===== src/rtl/mem_arb_pkg.sv =====
// Shared encodings for the fetch/load-store memory access arbiter.
package mem_arb_pkg;

  localparam int unsigned LAT_CNT_W = 4;

  localparam logic OWNER_IF = 1'b0;
  localparam logic OWNER_D  = 1'b1;

  typedef enum logic [1:0] {
    ST_IDLE   = 2'd0,
    ST_ACCESS = 2'd1,
    ST_RESP   = 2'd2
  } state_t;

endpackage


===== src/rtl/mem_arb_priority_select.sv =====
// Combinational winner selection between fetch and data requesters.
// ARB_ROUND_ROBIN_EN: alternate on contention using last_owner; otherwise data always wins.
module mem_arb_priority_select
  import mem_arb_pkg::*;
(
  input  logic if_req,
  input  logic d_req,
  input  logic last_owner,
  output logic grant_c,
  output logic winner_c
);

  logic contend_winner_c;

`ifdef ARB_ROUND_ROBIN_EN
  // The requester not served most recently takes the contended slot.
  assign contend_winner_c = (last_owner == OWNER_D) ? OWNER_IF : OWNER_D;
`else
  logic unused_last_owner;
  assign unused_last_owner = last_owner;
  assign contend_winner_c  = OWNER_D;
`endif

  always_comb begin
    grant_c  = if_req | d_req;
    winner_c = OWNER_IF;
    if (if_req && d_req) begin
      winner_c = contend_winner_c;
    end else if (d_req) begin
      winner_c = OWNER_D;
    end
  end

endmodule


===== src/rtl/mem_access_arbiter.sv =====
// Shares one word-wide memory port between instruction fetch and load/store, one access at a time.
// Optional ARB_ROUND_ROBIN_EN: alternate grants on contention instead of data-over-fetch priority.
module mem_access_arbiter
  import mem_arb_pkg::*;
#(
  parameter int unsigned ADDR_W  = 8,
  parameter int unsigned DATA_W  = 32,
  parameter int unsigned MEM_LAT = 1
) (
  input  logic              clk,
  input  logic              reset,
  input  logic              if_req,
  input  logic [ADDR_W-1:0] if_addr,
  output logic              if_ack,
  output logic [DATA_W-1:0] if_rdata,
  input  logic              d_req,
  input  logic              d_we,
  input  logic [ADDR_W-1:0] d_addr,
  input  logic [DATA_W-1:0] d_wdata,
  output logic              d_ack,
  output logic [DATA_W-1:0] d_rdata,
  output logic              mem_en,
  output logic              mem_we,
  output logic [ADDR_W-1:0] mem_addr,
  output logic [DATA_W-1:0] mem_wdata,
  input  logic [DATA_W-1:0] mem_rdata,
  output logic              busy,
  output logic              owner
);

  localparam logic [LAT_CNT_W-1:0] LAT_LAST = LAT_CNT_W'(MEM_LAT - 1);

  state_t                 state_q, state_d;
  logic [LAT_CNT_W-1:0]   lat_cnt_q, lat_cnt_d;
  logic                   owner_d;
  logic                   mem_en_d, mem_we_d;
  logic [ADDR_W-1:0]      mem_addr_d;
  logic [DATA_W-1:0]      mem_wdata_d;
  logic                   if_ack_d, d_ack_d;
  logic [DATA_W-1:0]      if_rdata_d, d_rdata_d;
  logic                   busy_d;
  logic                   grant_c, winner_c;
  logic                   last_owner;

  mem_arb_priority_select u_select (
    .if_req     (if_req),
    .d_req      (d_req),
    .last_owner (last_owner),
    .grant_c    (grant_c),
    .winner_c   (winner_c)
  );

`ifdef ARB_ROUND_ROBIN_EN
  // Remembers who was granted last so contention alternates.
  always_ff @(posedge clk or posedge reset) begin
    if (reset) begin
      last_owner <= OWNER_IF;
    end else if (state_q == ST_IDLE && grant_c) begin
      last_owner <= winner_c;
    end
  end
`else
  assign last_owner = OWNER_IF;
`endif

  // Next-state and next-output decode; every output leaves through a register.
  always_comb begin
    state_d     = state_q;
    lat_cnt_d   = lat_cnt_q;
    owner_d     = owner;
    mem_en_d    = 1'b0;
    mem_we_d    = 1'b0;
    mem_addr_d  = mem_addr;
    mem_wdata_d = mem_wdata;
    if_ack_d    = 1'b0;
    d_ack_d     = 1'b0;
    if_rdata_d  = if_rdata;
    d_rdata_d   = d_rdata;

    case (state_q)
      ST_IDLE: begin
        if (grant_c) begin
          state_d   = ST_ACCESS;
          lat_cnt_d = '0;
          owner_d   = winner_c;
          mem_en_d  = 1'b1;
          if (winner_c == OWNER_D) begin
            mem_we_d    = d_we;
            mem_addr_d  = d_addr;
            mem_wdata_d = d_wdata;
          end else begin
            mem_addr_d  = if_addr;
          end
        end
      end
      ST_ACCESS: begin
        if (lat_cnt_q == LAT_LAST) begin
          state_d = ST_RESP;
          if (owner == OWNER_D) begin
            d_ack_d = 1'b1;
            if (!mem_we) d_rdata_d = mem_rdata;
          end else begin
            if_ack_d   = 1'b1;
            if_rdata_d = mem_rdata;
          end
        end else begin
          lat_cnt_d = lat_cnt_q + LAT_CNT_W'(1);
          mem_en_d  = 1'b1;
          mem_we_d  = mem_we;
        end
      end
      ST_RESP: begin
        state_d = ST_IDLE;
      end
      default: begin
        state_d = ST_IDLE;
      end
    endcase

    busy_d = (state_d != ST_IDLE);
  end

  always_ff @(posedge clk or posedge reset) begin
    if (reset) begin
      state_q   <= ST_IDLE;
      lat_cnt_q <= '0;
      owner     <= OWNER_IF;
      mem_en    <= 1'b0;
      mem_we    <= 1'b0;
      mem_addr  <= '0;
      mem_wdata <= '0;
      if_ack    <= 1'b0;
      d_ack     <= 1'b0;
      if_rdata  <= '0;
      d_rdata   <= '0;
      busy      <= 1'b0;
    end else begin
      state_q   <= state_d;
      lat_cnt_q <= lat_cnt_d;
      owner     <= owner_d;
      mem_en    <= mem_en_d;
      mem_we    <= mem_we_d;
      mem_addr  <= mem_addr_d;
      mem_wdata <= mem_wdata_d;
      if_ack    <= if_ack_d;
      d_ack     <= d_ack_d;
      if_rdata  <= if_rdata_d;
      d_rdata   <= d_rdata_d;
      busy      <= busy_d;
    end
  end

endmodule


===== config.mk =====
export PLATFORM = sky130hd
export DESIGN_NAME = mem_access_arbiter
export DESIGN_NICKNAME = d
export VERILOG_FILES = /design/src/rtl/mem_arb_pkg.sv /design/src/rtl/mem_arb_priority_select.sv /design/src/rtl/mem_access_arbiter.sv
export SDC_FILE = /design/constraint.sdc
export NUM_CORES = 1
export LEC_CHECK = 0
export ABC_AREA = 1
export BUFFER_PORTS_ARGS = -buffer_cell sky130_fd_sc_hd__buf_2
export CELL_PAD_IN_SITES_DETAIL_PLACEMENT = 1
export CELL_PAD_IN_SITES_GLOBAL_PLACEMENT = 2
export CORE_ASPECT_RATIO = 0.8
export CORE_MARGIN = 1
export CORE_UTILIZATION = 27
export DETAILED_ROUTE_END_ITERATION = 16
export GPL_TIMING_DRIVEN = 0
export PLACE_DENSITY = 0.8
export SLEW_MARGIN = 30
export SYNTH_ARGS = -nofsm -noshare
export SYNTH_HDL_FRONTEND = slang
export SYNTH_HIERARCHICAL = 1
export SYNTH_SLANG_ARGS = --single-unit

===== constraint.sdc =====
create_clock -name clk -period 4.3 [get_ports clk]
set_clock_uncertainty 0.15 [all_clocks]
set_input_delay 0.86 -clock clk [delete_from_list [all_inputs] [get_ports clk]]
set_output_delay 0.86 -clock clk [all_outputs]
set_load 0.1 [all_outputs]

# [Word level (Yosys, flattened, before mapping)]
# Index checks and enable logic that the tools add are counted.
[op_classes] addsub=1 magnitude_cmp=0 eq_ne=4 bitwise_logic=3 div_mod_pow=0 shift=0 n_mux=22 n_reduce_logical=10 mul=0
[ops] operator="1-bit 2-to-1 mux" count=13
[ops] operator="3-bit AND reduction" count=3
[ops] operator="4-bit 2-to-1 mux" count=2
[ops] operator="8-bit 2-to-1 mux" count=1
[ops] operator="4-bit case mux with 2 select lines" count=1
[ops] operator="2-bit != test (second input constant)" count=3
[ops] operator="4-bit by 1-bit adder with 4-bit output (second input constant)" count=1
[ops] operator="4-bit logical NOT" count=1
[ops] operator="2-bit 2-to-1 mux" count=2
[ops] operator="1-bit case mux with 2 select lines" count=2
[ops] operator="2-bit case mux with 2 select lines" count=1
[ops] operator="4-bit AND reduction" count=1
[ops] operator="2-bit nonzero test" count=2
[ops] operator="2-bit by 1-bit == test with 1-bit output (second input constant)" count=1
[ops] operator="2-bit logical NOT" count=1
[ops] operator="1-bit inverter" count=2
[ops] operator="2-bit AND reduction" count=1
[ops] operator="1-bit logical AND" count=1
[ops] operator="1-bit OR" count=1
[word_totals] output_inout_bits=110 word_cells=52 latch_bits=0 reg_bits=116 ram_bits=0 inputBits=85 mem_bits_ro=0 mem_count=0

# [Longest topological paths before layout]
[depth] word_depth=5 ltp_mapped=8 ltp_nobuf=7

# [Hierarchy]
# The synthesis kept the hierarchy.
[modules_own_cells] module="mem_access_arbiter" instances=1 cells_per_inst=544 seq_area_each_um2=2902.8 area_per_inst_um2=4838.4
[modules_own_cells] module="mem_arb_priority_select" instances=1 cells_per_inst=4 seq_area_each_um2=0.0 area_per_inst_um2=15.0

# [Worst setup path before layout]
# Ideal clock, no wire load.
[synth_path] kind="register to register" from="register owner" to="register d_rdata[0]" n_path_buf=1 t_required_ps=4028 setup_ps=122 period_less_slack_ps=2002 t_arrival_ps=1730 stages_incl_launch_ff=7 slack_ps=2298 cell_sequence="dfrtp_1 inv_2 nor2_2 nand3_2 buf_2 nand2_1 nand2_1"
[synth_between] elab_chain_cells=1
[synth_lines] element="start: declaration" line_no="mem_access_arbiter.sv:28" source="output logic owner"
[synth_lines] element="start signal: assignment" line_no="mem_access_arbiter.sv:140" source="owner <= owner_d;"
[synth_lines] element="4-bit AND reduction (no source line)"
[synth_lines] element="end signal: assignment" line_no="mem_access_arbiter.sv:148" source="d_rdata <= d_rdata_d;"
[synth_lines] element="end: declaration" line_no="mem_access_arbiter.sv:21" source="output logic [DATA_W-1:0] d_rdata,"
# Every way passes these cells.
# A chain may end at the register's enable or synchronous reset.

# [Final worst setup path]
[layout_path] from="register mem_we" to="output port mem_we"
[layout_lines] element="start: declaration" line_no="mem_access_arbiter.sv:23" source="output logic mem_we,"
[layout_lines] element="start signal: assignment" line_no="mem_access_arbiter.sv:142" source="mem_we <= mem_we_d;"
# No word-level cell between the ends.

==> results.toml <==
[route]
ant_nets = 0
initialDrtViolationCount = 226
wire_per_inst_um = 16.10
route.detailed.drc = 0
postRouteWirelength_um = 16020
drt-pass1-iter-count = 4
num_vias = 4576
viasPerCell = 4.599

[clock_tree]
holdBufCountCts = 0
htree_levels = 4
clock_sinks = 116
clock_latency_ns = 0.41
cts_tree = "yes"
postCtsSetupRepairBufs = 0
root_buffer = "clkbuf_16"
cts_resized = 0
cts.path.max_buffers = 2
cts_buffers = 17
clk_pin_slew_ns = 0.05

[logic_synthesis]
yosys_warnings = 6
postSynthNetCount = 634
synth_cells = 547
synth_area_per_cell_um2 = 8.866
syn_area_mm2 = 0.004850

[timing]
period_needed_ns = 2.276
relSlewSlack_pct = 62.67
setup_viol = 0
worstMarginPinSlew_ns = 0.5599
rsz0062_at_grt = "false"
drv_slew = 0
fin_crit_sh_pct = 52.94
hold_viol = 0
timing.fmax_mhz = 439.3

[floorplanning]
ios = 195
start_util_pct = 27.82
rows = 43
die_w_um = 151.8
core_mm2 = 0.01743
dieHeight_um = 121.9
die_area_mm2 = 0.01850

[worst_setup_path]
critPathBufInv = 1
ff2ff_setup_slack_ns = 2.52
ff2ff_path_depth = 8
rr_endpoint = "d_rdata[21]$_DFFE_PP0P_"
crit_chain = "buf_2"
crit_family = "buffers and inverters"
worstReg2RegStart = "lat_cnt_q[0]$_DFFE_PP0P_"
cp_max_fo = 3
end_kind = "output port"
arrival_ns = 1.27
crit_slowest_cell = "buf_2"
worstSetupPathType = "reg -> out"
start_kind = "register"
max_stage_delay_ns = 0.47
required_ns = 3.29

[global_routing]
grt_use_total_pct = 18.19
gr-usage-met2_pct = 28.13
antenna_found_initial = 0
grt_first_pass_wirelength_um = 25910
overflow = 0
grt_max_degree = 62
use_met3_pct = 7.649
first_global_vias = 4746
met1_usage_pct = 23.07
grt-busiest-layer = "met2"

[worst_hold_path]
holdPathEnd = "mem_wdata[21]$_DFFE_PP0P_"
hold_class = "reg -> reg"
min_path_cells = 2
hp-start = "mem_wdata[21]$_DFFE_PP0P_"

[finish]
insertedDiodeCount = 0
layout-drive-gt1-share_pct = 34.81
fillers = 2120
layoutNonFillerInstCount = 995
nets = 848
layout-area-overhead-vs-synth_pct = 37.31

[placement]
gp_congestion = 0.7862
portBuffers = 194
hpwl_um = 12030
placedCellCount = 967

[run]
cap_violations = 0

[run_status]
outcome = "finished, final reports clean"
[registers in the layout, indices dropped and copies added, names as in the netlist]
signal,flops
mem_en,1
mem_addr,8
mem_wdata,32
d_rdata,32
state_q,2
if_rdata,32
d_ack,1
mem_we,1
owner,1
busy,1
lat_cnt_q,4
if_ack,1
[how the worst max path moves through the flow]
stage	end	slack, ns	cells past startpoint	from
after floorplan	busy$_DFF_PP0_	0.22	1	reset
after global placement	d_rdata[6]$_DFFE_PP0P_	-1.32	2	reset
after detailed placement	mem_wdata[4]$_DFFE_PP0P_	2.02	9	d_req
after CTS	mem_we	1.99	1	mem_we$_DFFE_PP0P_
after global routing	mem_we	1.97	1	mem_we$_DFFE_PP0P_
final	mem_we	2.02	1	mem_we$_DFFE_PP0P_
[metrics by stage]
step           utilization (%)  instance area (um^2)  hold WS, ns  setup TNS (ns)  setup slack (ns)
3_5_place_dp             35.21                  6137       0.3043               0             2.019
4_1_cts                  38.20                  6659       0.3181               0             1.992
6_report                 38.20                  6659       0.3132               0             2.024
2_1_floorplan                -                  4850       0.3880               0            0.2176
5_1_grt                  38.20                  6659       0.3344               0             1.965
3_3_place_gp             35.01                  6102       0.2994         -152.60            -1.324
[layout by cell type (no fill, tap or decap), types with 6 or more instances in the layout]
cell,count
nand2_1,291
buf_2,214
dfrtp_1,116
nand4_1,65
clkbuf_16,17
inv_2,10
clkbuf_1,8
inv_1,8
buf_6,7
nand3_1,6
[per-layer routing]
layer / vias up / part of all wire (%)
met5: - / 0
li1: 2183 / -
met2: 176 / 46
met4: 0 / 0.92
met3: 12 / 8.5
met1: 2205 / 45
[area by class of cell]
cell class | count | area [um^2] | area share, %
flip-flops and latches | 116 | 2903 | 43.59
multi-input cells | 377 | 1659 | 24.92
repair buffers | 195 | 998.5 | 14.99
clock buffers | 22 | 464.2 | 6.971
well taps | 225 | 281.5 | 4.228
plain buffers | 35 | 216.5 | 3.251
inverters | 19 | 78.83 | 1.184
clock inverters | 6 | 57.56 | 0.8643
Power is not shown: default switching activity piles up to over one toggle a cycle in this logic, so the estimate is an artifact.
